--- config.mk ---
export PLATFORM = sky130hd
export DESIGN_NAME = exp_2_sched
export DESIGN_NICKNAME = d
export VERILOG_FILES = /design/src/rtl/exp_2_sched.sv
export SDC_FILE = /design/constraint.sdc
export NUM_CORES = 1
export LEC_CHECK = 0
export ABC_AREA = 1
export BUFFER_PORTS_ARGS = -buffer_cell sky130_fd_sc_hd__buf_2
export CAP_MARGIN = 10
export CORE_MARGIN = 2
export CORE_UTILIZATION = 49
export DETAILED_ROUTE_END_ITERATION = 7
export GPL_ROUTABILITY_DRIVEN = 1
export PLACE_DENSITY = 0.77
export SLEW_MARGIN = 20
export SYNTH_ARGS = -nofsm -noshare
export SYNTH_HDL_FRONTEND = slang
export SYNTH_SLANG_ARGS = --single-unit
--- constraint.sdc ---
create_clock -name clock_i -period 3.8 [get_ports clock_i]
set_input_delay 0.19 -clock clock_i [delete_from_list [all_inputs] [get_ports clock_i]]
set_output_delay 0.19 -clock clock_i [all_outputs]
set_load 0.05 [all_outputs]
--- src/rtl/exp_2_sched.sv ---
// exp_2_sched
// Sequencer for one softmax pass through the exp_2 datapath.  On start it
// reads number_of_data shifted inputs from the input buffer and streams them
// back-to-back into the exp unit.  It writes each exp result into the output
// buffer at consecutive addresses and accumulates their sum, which the divide
// stage uses as the denominator.  A one-cycle done pulse marks the end of the
// pass.  If the exp unit stops returning results, a drain watchdog ends the
// pass early, delivers the partial sum and raises a sticky error flag.
//
// Ports:
//   clock_i, reset_i         clock (rising edge), async active-high reset
//   start_i                  begin a pass (sampled only while idle)
//   busy_o, done_o, err_o    pass in progress / completion pulse / drain timeout
//   rd_en_o, rd_addr_o       input buffer read strobe and address
//   rd_data_i                input buffer data, valid the cycle after rd_en_o
//   exp_data_o, exp_data_valid_o      operand stream to the exp unit
//   exp_result_i, exp_result_valid_i  result stream from the exp unit
//   wr_en_o, wr_addr_o, wr_data_o     output buffer write port
//   sum_o                    running sum of results, final while done_o is high
module exp_2_sched #(
  parameter int data_size      = 32,
  parameter int number_of_data = 10,
  parameter int addr_size      = 4,
  parameter int exp_latency    = 2
) (
  input  logic                           clock_i,
  input  logic                           reset_i,
  input  logic                           start_i,
  output logic                           busy_o,
  output logic                           done_o,
  output logic                           err_o,
  output logic                           rd_en_o,
  output logic [addr_size-1:0]           rd_addr_o,
  input  logic [data_size-1:0]           rd_data_i,
  output logic [data_size-1:0]           exp_data_o,
  output logic                           exp_data_valid_o,
  input  logic [data_size-1:0]           exp_result_i,
  input  logic                           exp_result_valid_i,
  output logic                           wr_en_o,
  output logic [addr_size-1:0]           wr_addr_o,
  output logic [data_size-1:0]           wr_data_o,
  output logic [data_size+addr_size-1:0] sum_o
);

  // One extra bit so the write counter can hold the value N itself.
  localparam int cnt_w    = addr_size + 1;
  localparam int sum_w    = data_size + addr_size;
  localparam int wd_limit = 4 * exp_latency + 4;
  localparam int wd_w     = $clog2(wd_limit + 1);

  localparam logic [cnt_w-1:0] last_rd  = cnt_w'(number_of_data - 1);
  localparam logic [cnt_w-1:0] n_cnt    = cnt_w'(number_of_data);
  localparam logic [cnt_w-1:0] cnt_one  = cnt_w'(1);
  localparam logic [wd_w-1:0]  wd_last  = wd_w'(wd_limit - 1);
  localparam logic [wd_w-1:0]  wd_one   = wd_w'(1);

  typedef enum logic [1:0] {
    IDLE  = 2'd0,
    ISSUE = 2'd1,
    DRAIN = 2'd2,
    DONE  = 2'd3
  } state_t;

  state_t           state_r;
  state_t           state_s;
  logic [cnt_w-1:0] rd_cnt_r;
  logic [cnt_w-1:0] wr_cnt_r;
  logic [wd_w-1:0]  wd_cnt_r;
  logic             rd_valid_r;

  logic             start_acc_s;
  logic             accept_s;
  logic             wd_expire_s;

  logic                 busy_s;
  logic                 done_s;
  logic                 err_s;
  logic                 rd_en_s;
  logic [addr_size-1:0] rd_addr_s;
  logic                 wr_en_s;
  logic [addr_size-1:0] wr_addr_s;
  logic [data_size-1:0] wr_data_s;
  logic [sum_w-1:0]     sum_s;
  logic [data_size-1:0] exp_data_s;

  // A start only counts while idle; results only count while a pass is
  // active and fewer than N have been written.
  assign start_acc_s = (state_r == IDLE) && start_i;
  assign accept_s    = exp_result_valid_i
                       && ((state_r == ISSUE) || (state_r == DRAIN))
                       && (wr_cnt_r < n_cnt);
  // Fires on the last of wd_limit consecutive result-less drain cycles.
  assign wd_expire_s = (state_r == DRAIN) && !exp_result_valid_i
                       && (wd_cnt_r == wd_last);

  // State register.
  always_ff @(posedge clock_i or posedge reset_i) begin
    if (reset_i) begin
      state_r <= IDLE;
    end else begin
      state_r <= state_s;
    end
  end

  // Next-state logic.
  always_comb begin
    state_s = state_r;
    case (state_r)
      IDLE: begin
        if (start_i) begin
          state_s = ISSUE;
        end else begin
          state_s = IDLE;
        end
      end
      ISSUE: begin
        if (rd_cnt_r == last_rd) begin
          state_s = DRAIN;
        end else begin
          state_s = ISSUE;
        end
      end
      DRAIN: begin
        if ((wr_cnt_r == n_cnt) || wd_expire_s) begin
          state_s = DONE;
        end else begin
          state_s = DRAIN;
        end
      end
      DONE: begin
        state_s = IDLE;
      end
      default: begin
        state_s = IDLE;
      end
    endcase
  end

  // Output logic: next values of every registered output.  busy/done look at
  // the next state so done rises and busy falls on the edge entering DONE.
  always_comb begin
    busy_s     = (state_s == ISSUE) || (state_s == DRAIN);
    done_s     = (state_s == DONE);
    rd_en_s    = 1'b0;
    rd_addr_s  = {addr_size{1'b0}};
    wr_en_s    = 1'b0;
    wr_addr_s  = wr_addr_o;
    wr_data_s  = wr_data_o;
    err_s      = err_o;
    sum_s      = sum_o;
    exp_data_s = exp_data_o;

    if (state_r == ISSUE) begin
      rd_en_s   = 1'b1;
      rd_addr_s = rd_cnt_r[addr_size-1:0];
    end else begin
      rd_en_s   = 1'b0;
    end

    if (start_acc_s) begin
      err_s = 1'b0;
      sum_s = {sum_w{1'b0}};
    end else if (accept_s) begin
      wr_en_s   = 1'b1;
      wr_addr_s = wr_cnt_r[addr_size-1:0];
      wr_data_s = exp_result_i;
      sum_s     = sum_o + {{addr_size{1'b0}}, exp_result_i};
    end else if (wd_expire_s) begin
      err_s = 1'b1;
    end else begin
      wr_en_s = 1'b0;
    end

    // Read data arrives one cycle after the strobe; forward it with its valid.
    if (rd_valid_r) begin
      exp_data_s = rd_data_i;
    end else begin
      exp_data_s = exp_data_o;
    end
  end

  // Output registers and the read-data valid pipeline.
  always_ff @(posedge clock_i or posedge reset_i) begin
    if (reset_i) begin
      busy_o           <= 1'b0;
      done_o           <= 1'b0;
      err_o            <= 1'b0;
      rd_en_o          <= 1'b0;
      rd_addr_o        <= {addr_size{1'b0}};
      rd_valid_r       <= 1'b0;
      exp_data_o       <= {data_size{1'b0}};
      exp_data_valid_o <= 1'b0;
      wr_en_o          <= 1'b0;
      wr_addr_o        <= {addr_size{1'b0}};
      wr_data_o        <= {data_size{1'b0}};
      sum_o            <= {sum_w{1'b0}};
    end else begin
      busy_o           <= busy_s;
      done_o           <= done_s;
      err_o            <= err_s;
      rd_en_o          <= rd_en_s;
      rd_addr_o        <= rd_addr_s;
      rd_valid_r       <= rd_en_o;
      exp_data_o       <= exp_data_s;
      exp_data_valid_o <= rd_valid_r;
      wr_en_o          <= wr_en_s;
      wr_addr_o        <= wr_addr_s;
      wr_data_o        <= wr_data_s;
      sum_o            <= sum_s;
    end
  end

  // Read counter, write counter and drain watchdog counter.
  always_ff @(posedge clock_i or posedge reset_i) begin
    if (reset_i) begin
      rd_cnt_r <= {cnt_w{1'b0}};
      wr_cnt_r <= {cnt_w{1'b0}};
      wd_cnt_r <= {wd_w{1'b0}};
    end else begin
      if (start_acc_s) begin
        rd_cnt_r <= {cnt_w{1'b0}};
      end else if (state_r == ISSUE) begin
        rd_cnt_r <= rd_cnt_r + cnt_one;
      end else begin
        rd_cnt_r <= rd_cnt_r;
      end

      if (start_acc_s) begin
        wr_cnt_r <= {cnt_w{1'b0}};
      end else if (accept_s) begin
        wr_cnt_r <= wr_cnt_r + cnt_one;
      end else begin
        wr_cnt_r <= wr_cnt_r;
      end

      // Counts consecutive result-less cycles, only while draining.
      if ((state_r == DRAIN) && !exp_result_valid_i) begin
        if (wd_cnt_r != wd_last) begin
          wd_cnt_r <= wd_cnt_r + wd_one;
        end else begin
          wd_cnt_r <= wd_cnt_r;
        end
      end else begin
        wd_cnt_r <= {wd_w{1'b0}};
      end
    end
  end

endmodule

# == Word-level counts from Yosys, hierarchy flattened ==
# Cells that the tools add are included.
# word_totals
wordCells,68
regBits,131
out_inout_bits,114
# op_classes
order_cmp,1
eq_ne,12
n_reduce_logical,15
n_mux,19
n_addsub,4
n_bitwise,1
# ops
operator,count
$mux 36,2
$add 36x32->36,1
$mux 5,4
$mux 4,3
$add 5x1->5 const B,2
$eq 5x4->1 const B,2
$eq 2x2->1 const B,4
$mux 1,8
$pmux 2 s4,1
$reduce_bool 2->1,3
$logic_and 1x1->1,5
$lt 5x4->1 const B,1
$add 4x1->4 const B,1
$eq 2x1->1 const B,2
$eq 4x4->1 const B,1
$ne 4x4->1 const B,1
$reduce_and 2->1,2
$logic_or 1x1->1,3
$logic_not 2->1,1
$mux 2,1
$ne 2x1->1 const B,1
$ne 2x2->1 const B,1
$logic_not 1->1,1
$not 1->1,1

# == Depth between registers and ports, before layout ==
# Gate-level depths: netlist of run 1.
# depth
ltp_word,8
ltp_mapped,15
ltp_nobuf,15

# == Worst setup path before layout of run 1 ==
# Ideal clock, no wire load.
# synth_path
kind,reg-to-reg
from,register sum_o[0]
to,register sum_o[32]
synth_period_minus_slack_ps,2257
t_arrival_ps,2136
setup_time_ps,121
setup_slack_ps,1543
path_stages_with_launch,16
path_buffers,0
path_cell_list,dfrtp_1 ha_1 inv_1 fa_1 inv_1 nand3_1 nand2_1 nand2_1 nand3_2 nand2_1 nand2_2 nand2_1 nand2_1 nand3_1 nand2_1 nor2_1
# synth_between
elab_chain_cells,3
# synth_lines
element,line,text
start: declaration,42,output logic [data_size+addr_size-1:0] sum_o
start signal: assignment,196,sum_o <= {sum_w{1'b0}};
start signal: assignment,209,sum_o <= sum_s;
$add 36x32->36,167,"sum_s = sum_o + {{addr_size{1'b0}}, exp_result_i};"
$mux 36,163,end else if (accept_s) begin
$mux 36,160,if (start_acc_s) begin
# Every way passes these cells. The select of a mux whose other input is x is not followed.
# A chain may end at the register's enable or synchronous reset.

# == Final worst setup path of run 1 ==
# layout_path
from,register state_r[0]
to,register sum_o[7]
# layout_between
elab_chain_cells,5
# layout_lines
element,line,text
start: declaration,64,state_t state_r;
start signal: assignment,101,state_r <= state_s;
$eq 2x1->1 or $eq 2x2->1 (tied branches),90,&& ((state_r == ISSUE) || (state_r == DRAIN))
$logic_or 1x1->1,90,
$logic_and 1x1->1,90,
$logic_and 1x1->1,91,&& (wr_cnt_r < n_cnt);
$reduce_bool 2->1 (no source line),-,
# Parallel ways exist; a longest one is shown, timed or not.

==> results of run 1 <==
[through the flow]
| stage | power [uW] | cell area, um2 | cells | util (%) |
|---|---|---|---|---|
| CTS | 8869 | 9538 | 1371 | 65.38 |
| detailed placement | 7179 | 8424 | 1286 | 57.74 |
| finish | 8841 | 9560 | 1373 | 65.53 |
| global route | 9412 | 9560 | 1373 | 65.53 |
| global placement | 7093 | 8423 | 1286 | 57.74 |
| floorplan | 6055 | 7360 | 938 | - |
[cell usage in the layout, fill, tap and decap left out, drive strengths merged, types with 2 or more instances in the layout]
master and count:
nand2 340, buf 184, dfrtp 131, inv 110
nor2 78, a21oi 58, dlygate4sd3 55, nand3 47
o21ai 47, ha 42, mux2 32, clkbuf 17
nor3 8, clkinv 8, and2 4, o21bai 3
o22ai 3, nand3b 3, clkinvlp 3, nand4 2
a22o 2, xor2 2, bufinv 2
[routing by layer]
metal	GRT usage, %	routed length (um)	up-vias
li1	-	-	3478
met1	31.85	8576	3161
met2	40.77	9171	174
met3	4.513	870	30
met4	8.403	388	0
met5	0	0	-
[where the power goes]
part,internal (uW),switching [uW]
clock network,970,652
registers,1960,403
logic,1300,3560
total,4230,4620
[cell type report]
cell class | count | area (um2) | area share, %
clock buffers | 17 | 425.4 | 4.450
clock inverters | 15 | 157.7 | 1.649
inverters | 108 | 412.9 | 4.319
multi-input cells | 679 | 3576 | 37.40
flip-flops and latches | 131 | 3279 | 34.30
well taps | 184 | 230.2 | 2.408
repair buffers | 239 | 1479 | 15.47
[cells by family after synthesis]
family	after synthesis	share of synthesized area (%)
buffers and inverters	128	6.868
xor gates and xnor gates	2	0.2381
and+or+nand+nor	484	27.27
adders and majority gates	43	7.412
AOI/OAI and AO/OA	118	8.773
DFF	131	44.54
muxes	32	4.896
[worst register-to-register path, delay by kind of cell, from the launching register on]
family	cells	cell delay (ns)
buf+inv	3	1.21
compound gates	3	0.78
flops	1	0.38
fa+ha+maj	1	0.28
simple gates	2	0.15
[path summary, 6_finish.rpt]
kind / to / slack (ns) / depth (start not counted)
max: sum_o[7] / 0.92 / 9
min: exp_data_o[12] / -0.08 / 2
max reg2reg: sum_o[7] / 0.92 / 9
min reg2reg: rd_valid_r / 0.37 / 0
max in group asynchronous: wr_data_o[12] / 3.15 / 3
min in group clock_i: exp_data_o[21] / 0.01 / 2
[flip-flops by register name, summed over array words and instances, names as in the netlist]
signal,flops
err_o,1
wd_cnt_r,4
rd_en_o,1
rd_addr_o,4
wr_addr_o,4
wr_en_o,1
done_o,1
busy_o,1
exp_data_valid_o,1
rd_cnt_r,5
state_r,2
wr_data_o,32
exp_data_o,32
sum_o,36
rd_valid_r,1
wr_cnt_r,5
==> summary.txt, run 1 <==
Outcome = finished with violations
Failing checks = hold timing
# DRC = 0
Max H-tree Level = 4
Cells after Synth = 938
Initial DRT Pass Iterations = 5
Area contributors post-synth = dfrtp_1 (45%), nand2_1 (17%), ha_1 (7.1%)
Final setup violation count = 0
Post-synth EDFFs = 0
Pin count of the biggest net entering global routing = 118
Worst skew pair latency = 0.42 ns
Crit end category = flop
Global Route Usage Sum = 24.34%
Vias in the first global route = 6655
Clock sinks = 131
Warning count from the yosys run = 0
Detailed placer's ending HPWL = 13490 um
Max_cap viols = 0
LEAKAGE = 0.005312 uW
Worst vdd rail ir drop = 0.4958 mV
Drt total wl = 19010 um
Fin crit share = 75.80%
I/O pin count = 182
Hold-fix buffers, CTS = 53
Critical Path Start = state_r[0]
Post-route ant nets = 0
RSZ-0062 raised after global routing = no
Fmax achieved = 347.2 MHz
Max incr delay on CP = 0.78 ns
Via/cell ratio = 4.984
P per Cell Area = 924.8 nW/um2
CTS root buf = clkbuf_16
Worst Hold Class = primary input to asynchronous set/reset pin
Top_reg_cell synth = dfrtp_1
Placer congestion estimate = 0.9589
Initial Util = 50.45%
Critical path fanouts, max = 55
Sequential area share after synthesis = 44.54%
Worst path slowest cell = inv_2
Core Area = 14590 um2
Most frequent cells after synthesis = nand2_1 (326), dfrtp_1 (131), inv_1 (105)
DIE AREA = 16020 um2
Global-route wire length before repair = 31460 um
Layout area overhead = 29.90%
Top cell by count, worst path = o21ai_0
Worst-margin pin slew = 0.9568 ns
Die Height = 126.6 um
Reg-to-Reg Start = state_r[0]
Avg WL per Cell = 13.84 um
Hold Slack = -0.08464 ns
Final critical-path required period = 2.880 ns
CTS Buf Count = 17
Clock buffer depth = 2
Crit path buf inv count = 3
Syn Area/Cell = 7.846 um2
Die Wd = 126.6 um
Row count = 44
Max-slew violations = 0
Critical Path Start Type = flop
Syn Nets = 1049
Yosys top cell by area = dfrtp_1
Worst slew margin = 36.12%
I/O Buffers = 181
Synth async-reset ratio = 100.0%
Worst clock skew = 0.007212 ns
Post-CTS Resized = 0
CTS tree = built
Antenna diode count = 0
Share of layout cells above drive strength 1 = 24.05%
DR iter-0 viols = 320
Clk slew on worst S/H paths = 0.06 ns
Post-Place Setup Slack = 0.8512 ns
Total gr overflow = 0
FF+latch count, synth = 131
Fill cells = 1278
Nets@finish = 1287
Syn Std Cell Area = 7360 um2
Setup TNS = 0 ns
Worst path cell trace = inv_1 -> ha_1 -> nand3_1 -> a21oi_2 -> nand2_2 -> buf_4 -> inv_2 -> o21ai_0 -> o21ai_0
Arrival time at the worst endpoint = 3.23 ns
Count leader, synth = nand2_1
WP data required = 4.15 ns
Final worst setup slack = 0.9196 ns
Vias = 6843
Final-report hold violation count = 116
Crit path max-delay family = buffers and inverters
Post-CTS Setup Bufs = 0
Post-synth cell types = 40
Yosys top cell area share = 44.54%
Critical setup path kind = flop to flop
Initial antenna violation count = 0
No activity file was read; power rests on OpenSTA's default activity.
==> inputs of run 2 (changes only) <==
- ABC_AREA: 1 -> 0
- CORE_UTILIZATION: 49 -> 53
- PLACE_DENSITY: 0.77 -> 0.8
- clock period: 3.8 -> 2.67 ns (I/O delays scaled with it)
==> run 2 against run 1 <==
The flow now finishes without violations; combinational power increased by 52%; wire length decreased by 1.3%; register-to-register slack got worse by 0.81 ns; synthesized cell count decreased by 30%; cell area decreased by 2.1%; critical path depth increased by 1; synthesized area decreased by 6.6%; sequential share of layout area increased by 0.77 points; largest cell class unchanged.
==> summary.txt, run 2 <==
Outcome = complete, no violations
Detailed placer's ending HPWL = 12100 um (-10%)
Largest Register = sum_o
Clk slew on worst S/H paths = 0.06 ns (about the same)
Final-report hold violation count = 0 (-100%)
Top cell by count, worst path = a21o_1
Worst path slowest cell = dlygate4sd3_1
Worst-margin pin slew = 0.7423 ns (-0.2145 ns)
Final setup violation count = 0 (unchanged)
FF-to-FF path depth = 11 (+2)
Count leader, synth = dfrtp_1
Total gr overflow = 0 (unchanged)
Max incr delay on CP = 0.56 ns (-0.22 ns)
Syn Std Cell Area = 6875 um2 (-6.6%)
Setup TNS = 0 ns (unchanged)
Crit end category = flop
CTS Buf Count = 17 (unchanged)
Initial DRT Pass Iterations = 5 (unchanged)
DIE AREA = 13900 um2 (-13%)
Max_cap viols = 0 (unchanged)
Core Area = 12620 um2 (-13%)
Area contributors post-synth = dfrtp_1 (48%), mux2_2 (11%), ha_1 (7.6%)
Syn Area/Cell = 10.55 um2 (+34%)
LEAKAGE = 0.004529 uW (-15%)
Max-slew violations = 0 (unchanged)
Antenna diode count = 0 (unchanged)
Worst clock skew = 0.007412 ns (+0.0002000 ns)
Worst skew pair latency = 0.42 ns (about the same)
Drt total wl = 18760 um (-1.3%)
Crit path buf inv count = 2 (-1)
CTS root buf = clkbuf_16
Worst slew margin = 50.51% (+14 points)
Initial antenna violation count = 0 (unchanged)
Global-route wire length before repair = 30880 um (-1.9%)
Post-synth EDFFs = 0 (unchanged)
Max H-tree Level = 4 (unchanged)
I/O Buffers = 181 (unchanged)
Most common cell after layout, fill and taps aside = buf_2
FF+latch count, synth = 131 (unchanged)
Yosys top cell area share = 47.68% (+3.1 points)
Vias = 6029 (-12%)
Reg2reg end = sum_o[30]
Critical setup path kind = primary input to flop
I/O pin count = 182 (unchanged)
Initial Util = 54.48% (+4.0 points)
Max FFs per register = 36 (unchanged)
Critical path fanouts, max = 5 (-91%)
CTS tree = built
Critical Path Start Type = primary input
Syn Nets = 763 (-27%)
Final critical-path required period = 2.576 ns
Row count = 41 (-6.8%)
R2r setup slk = 0.11 ns (-0.81 ns)
RSZ-0062 raised after global routing = no
Top_reg_cell synth = dfrtp_1
Vias in the first global route = 6083 (-8.6%)
Sequential area share after synthesis = 47.68% (+3.1 points)
Fmax achieved = 388.2 MHz
Worst vdd rail ir drop = 0.7997 mV (+61%)
Die Height = 117.9 um (-6.8%)
Clock buffer depth = 2 (unchanged)
Worst path cell trace = dlygate4sd3_1 -> buf_2 -> ha_1 -> a21o_1 -> a21oi_2 -> a21oi_1 -> nand3b_1 -> a21o_1 -> a221o_1 -> a41o_1
Global Route Usage Sum = 27.44% (+3.1 points)
Post-Place Setup Slack = 0.01996 ns (-0.8313 ns)
Worst path depth = 10 (+1)
Yosys top cell by area = dfrtp_1
DR iter-0 viols = 300 (-6.3%)
Post-route ant nets = 0 (unchanged)
Post-synth cell types = 61 (+53%)
P per Cell Area = 1420 nW/um2 (+53%)
Critical Path End = sum_o[33]
Fin crit share = 96.49%
Synth async-reset ratio = 100.0% (unchanged)
Largest regs = sum_o: 36 flops, exp_data_o: 32 flops, wr_data_o: 32 flops
Clock sinks = 131 (unchanged)
Final worst setup slack = 0.09374 ns (-0.8259 ns)
Share of layout cells above drive strength 1 = 35.01% (+11 points)
Reg-to-Reg Start = sum_o[0]
WP data required = 2.98 ns (-1.17 ns)
Layout area overhead = 36.07%
Worst Hold Class = primary input to flop
Die Wd = 117.9 um (-6.8%)
Most frequent cells after synthesis = dfrtp_1 (131), nand2_1 (73), mux2_2 (66)
Leading cell types in the layout, fill and taps excluded = buf_2 (181), dfrtp_1 (129), nand2_1 (73), mux2_2 (66), dlygate4sd3_1 (63)
Crit path max-delay family = compound AO/OA/AOI/OAI gates
Pin count of the biggest net entering global routing = 132 (+12%)
# DRC = 0 (unchanged)
Warning count from the yosys run = 0 (unchanged)
Avg WL per Cell = 17.27 um (+25%)
Placer congestion estimate = 0.8846 (-7.7%)
Nets@finish = 1012 (-21%)
Via/cell ratio = 5.552 (+11%)
Arrival time at the worst endpoint = 2.89 ns (-0.34 ns)
Cells after Synth = 652 (-30%)
Critical Path Start = exp_result_i[3]
-- run 2: cell families (layout without fill, tap and decap cells) --
family | Yosys count | after routing | synth area share [%]
xor+xnor | 27 | 27 | 3.439
simple gates | 187 | 187 | 12.81
flops | 131 | 131 | 47.68
fa+ha+maj | 43 | 43 | 7.934
buf+inv | 45 | 307 | 2.548
mux | 70 | 70 | 11.48
compound gates | 149 | 149 | 14.10
-- run 2: how the worst min path moves through the flow --
stage,slack [ns],depth (start not counted),endpoint,startpoint
3_3_place_gp,0.36,0,rd_valid_r,rd_en_o
6_report,0.02,2,state_r[0],start_i
2_1_floorplan,0.28,1,state_r[0],start_i
5_1_grt,0.03,2,state_r[0],start_i
4_1_cts,0.01,2,state_r[0],start_i
3_5_place_dp,0.37,0,rd_valid_r,rd_en_o
-- run 2: through the flow --
stage	power, uW	area (um2)	hold WS [ns]	std cells	utilization (%)
after global routing	13940	9355	0.02743	1086	74.13
after detailed placement	10480	8021	0.3675	989	63.56
after floorplan	8808	6894	0.2754	652	-
final	13280	9355	0.01639	1086	74.13
after CTS	13140	9308	0.01189	1084	73.76
after global placement	10290	8021	0.3569	989	63.56
-- run 2: what timing repair did --
item / in CTS / in global routing
gates cloned: 0 / 0
setup buffers: 0 / 2
pin swaps: 0 / 2
setup endpoints to repair: 4 / 8
resized for setup: 1 / 6
hold buffers: 63 / 0
hold endpoints to repair: 193 / 0
-- run 2: layer usage --
layer	share of wire, %	routed length, um	up-vias	global-route usage [%]
met2	48	9013	245	45.13
met4	2.0	367	0	9.864
met1	44	8195	2902	35.58
met3	6.3	1183	38	6.347
met5	0	0	-	0
li1	-	-	2844	-
-- run 2: cell type report --
class                      count  area [um2]
timing repair buffer         262        1684
tap                          172       215.2
fill                         881        3264
inverter                      13       52.55
clock inverter                11       173.9
clock buffer                  21       470.5
multi-input combinational    476        3478
sequential                   131        3281
-- run 2: power by group --
group / switching (uW) / internal [uW] / total [uW]
combinational: 5140 / 2250 / 7390
sequential: 534 / 2820 / 3350
clock: 894 / 1640 / 2540
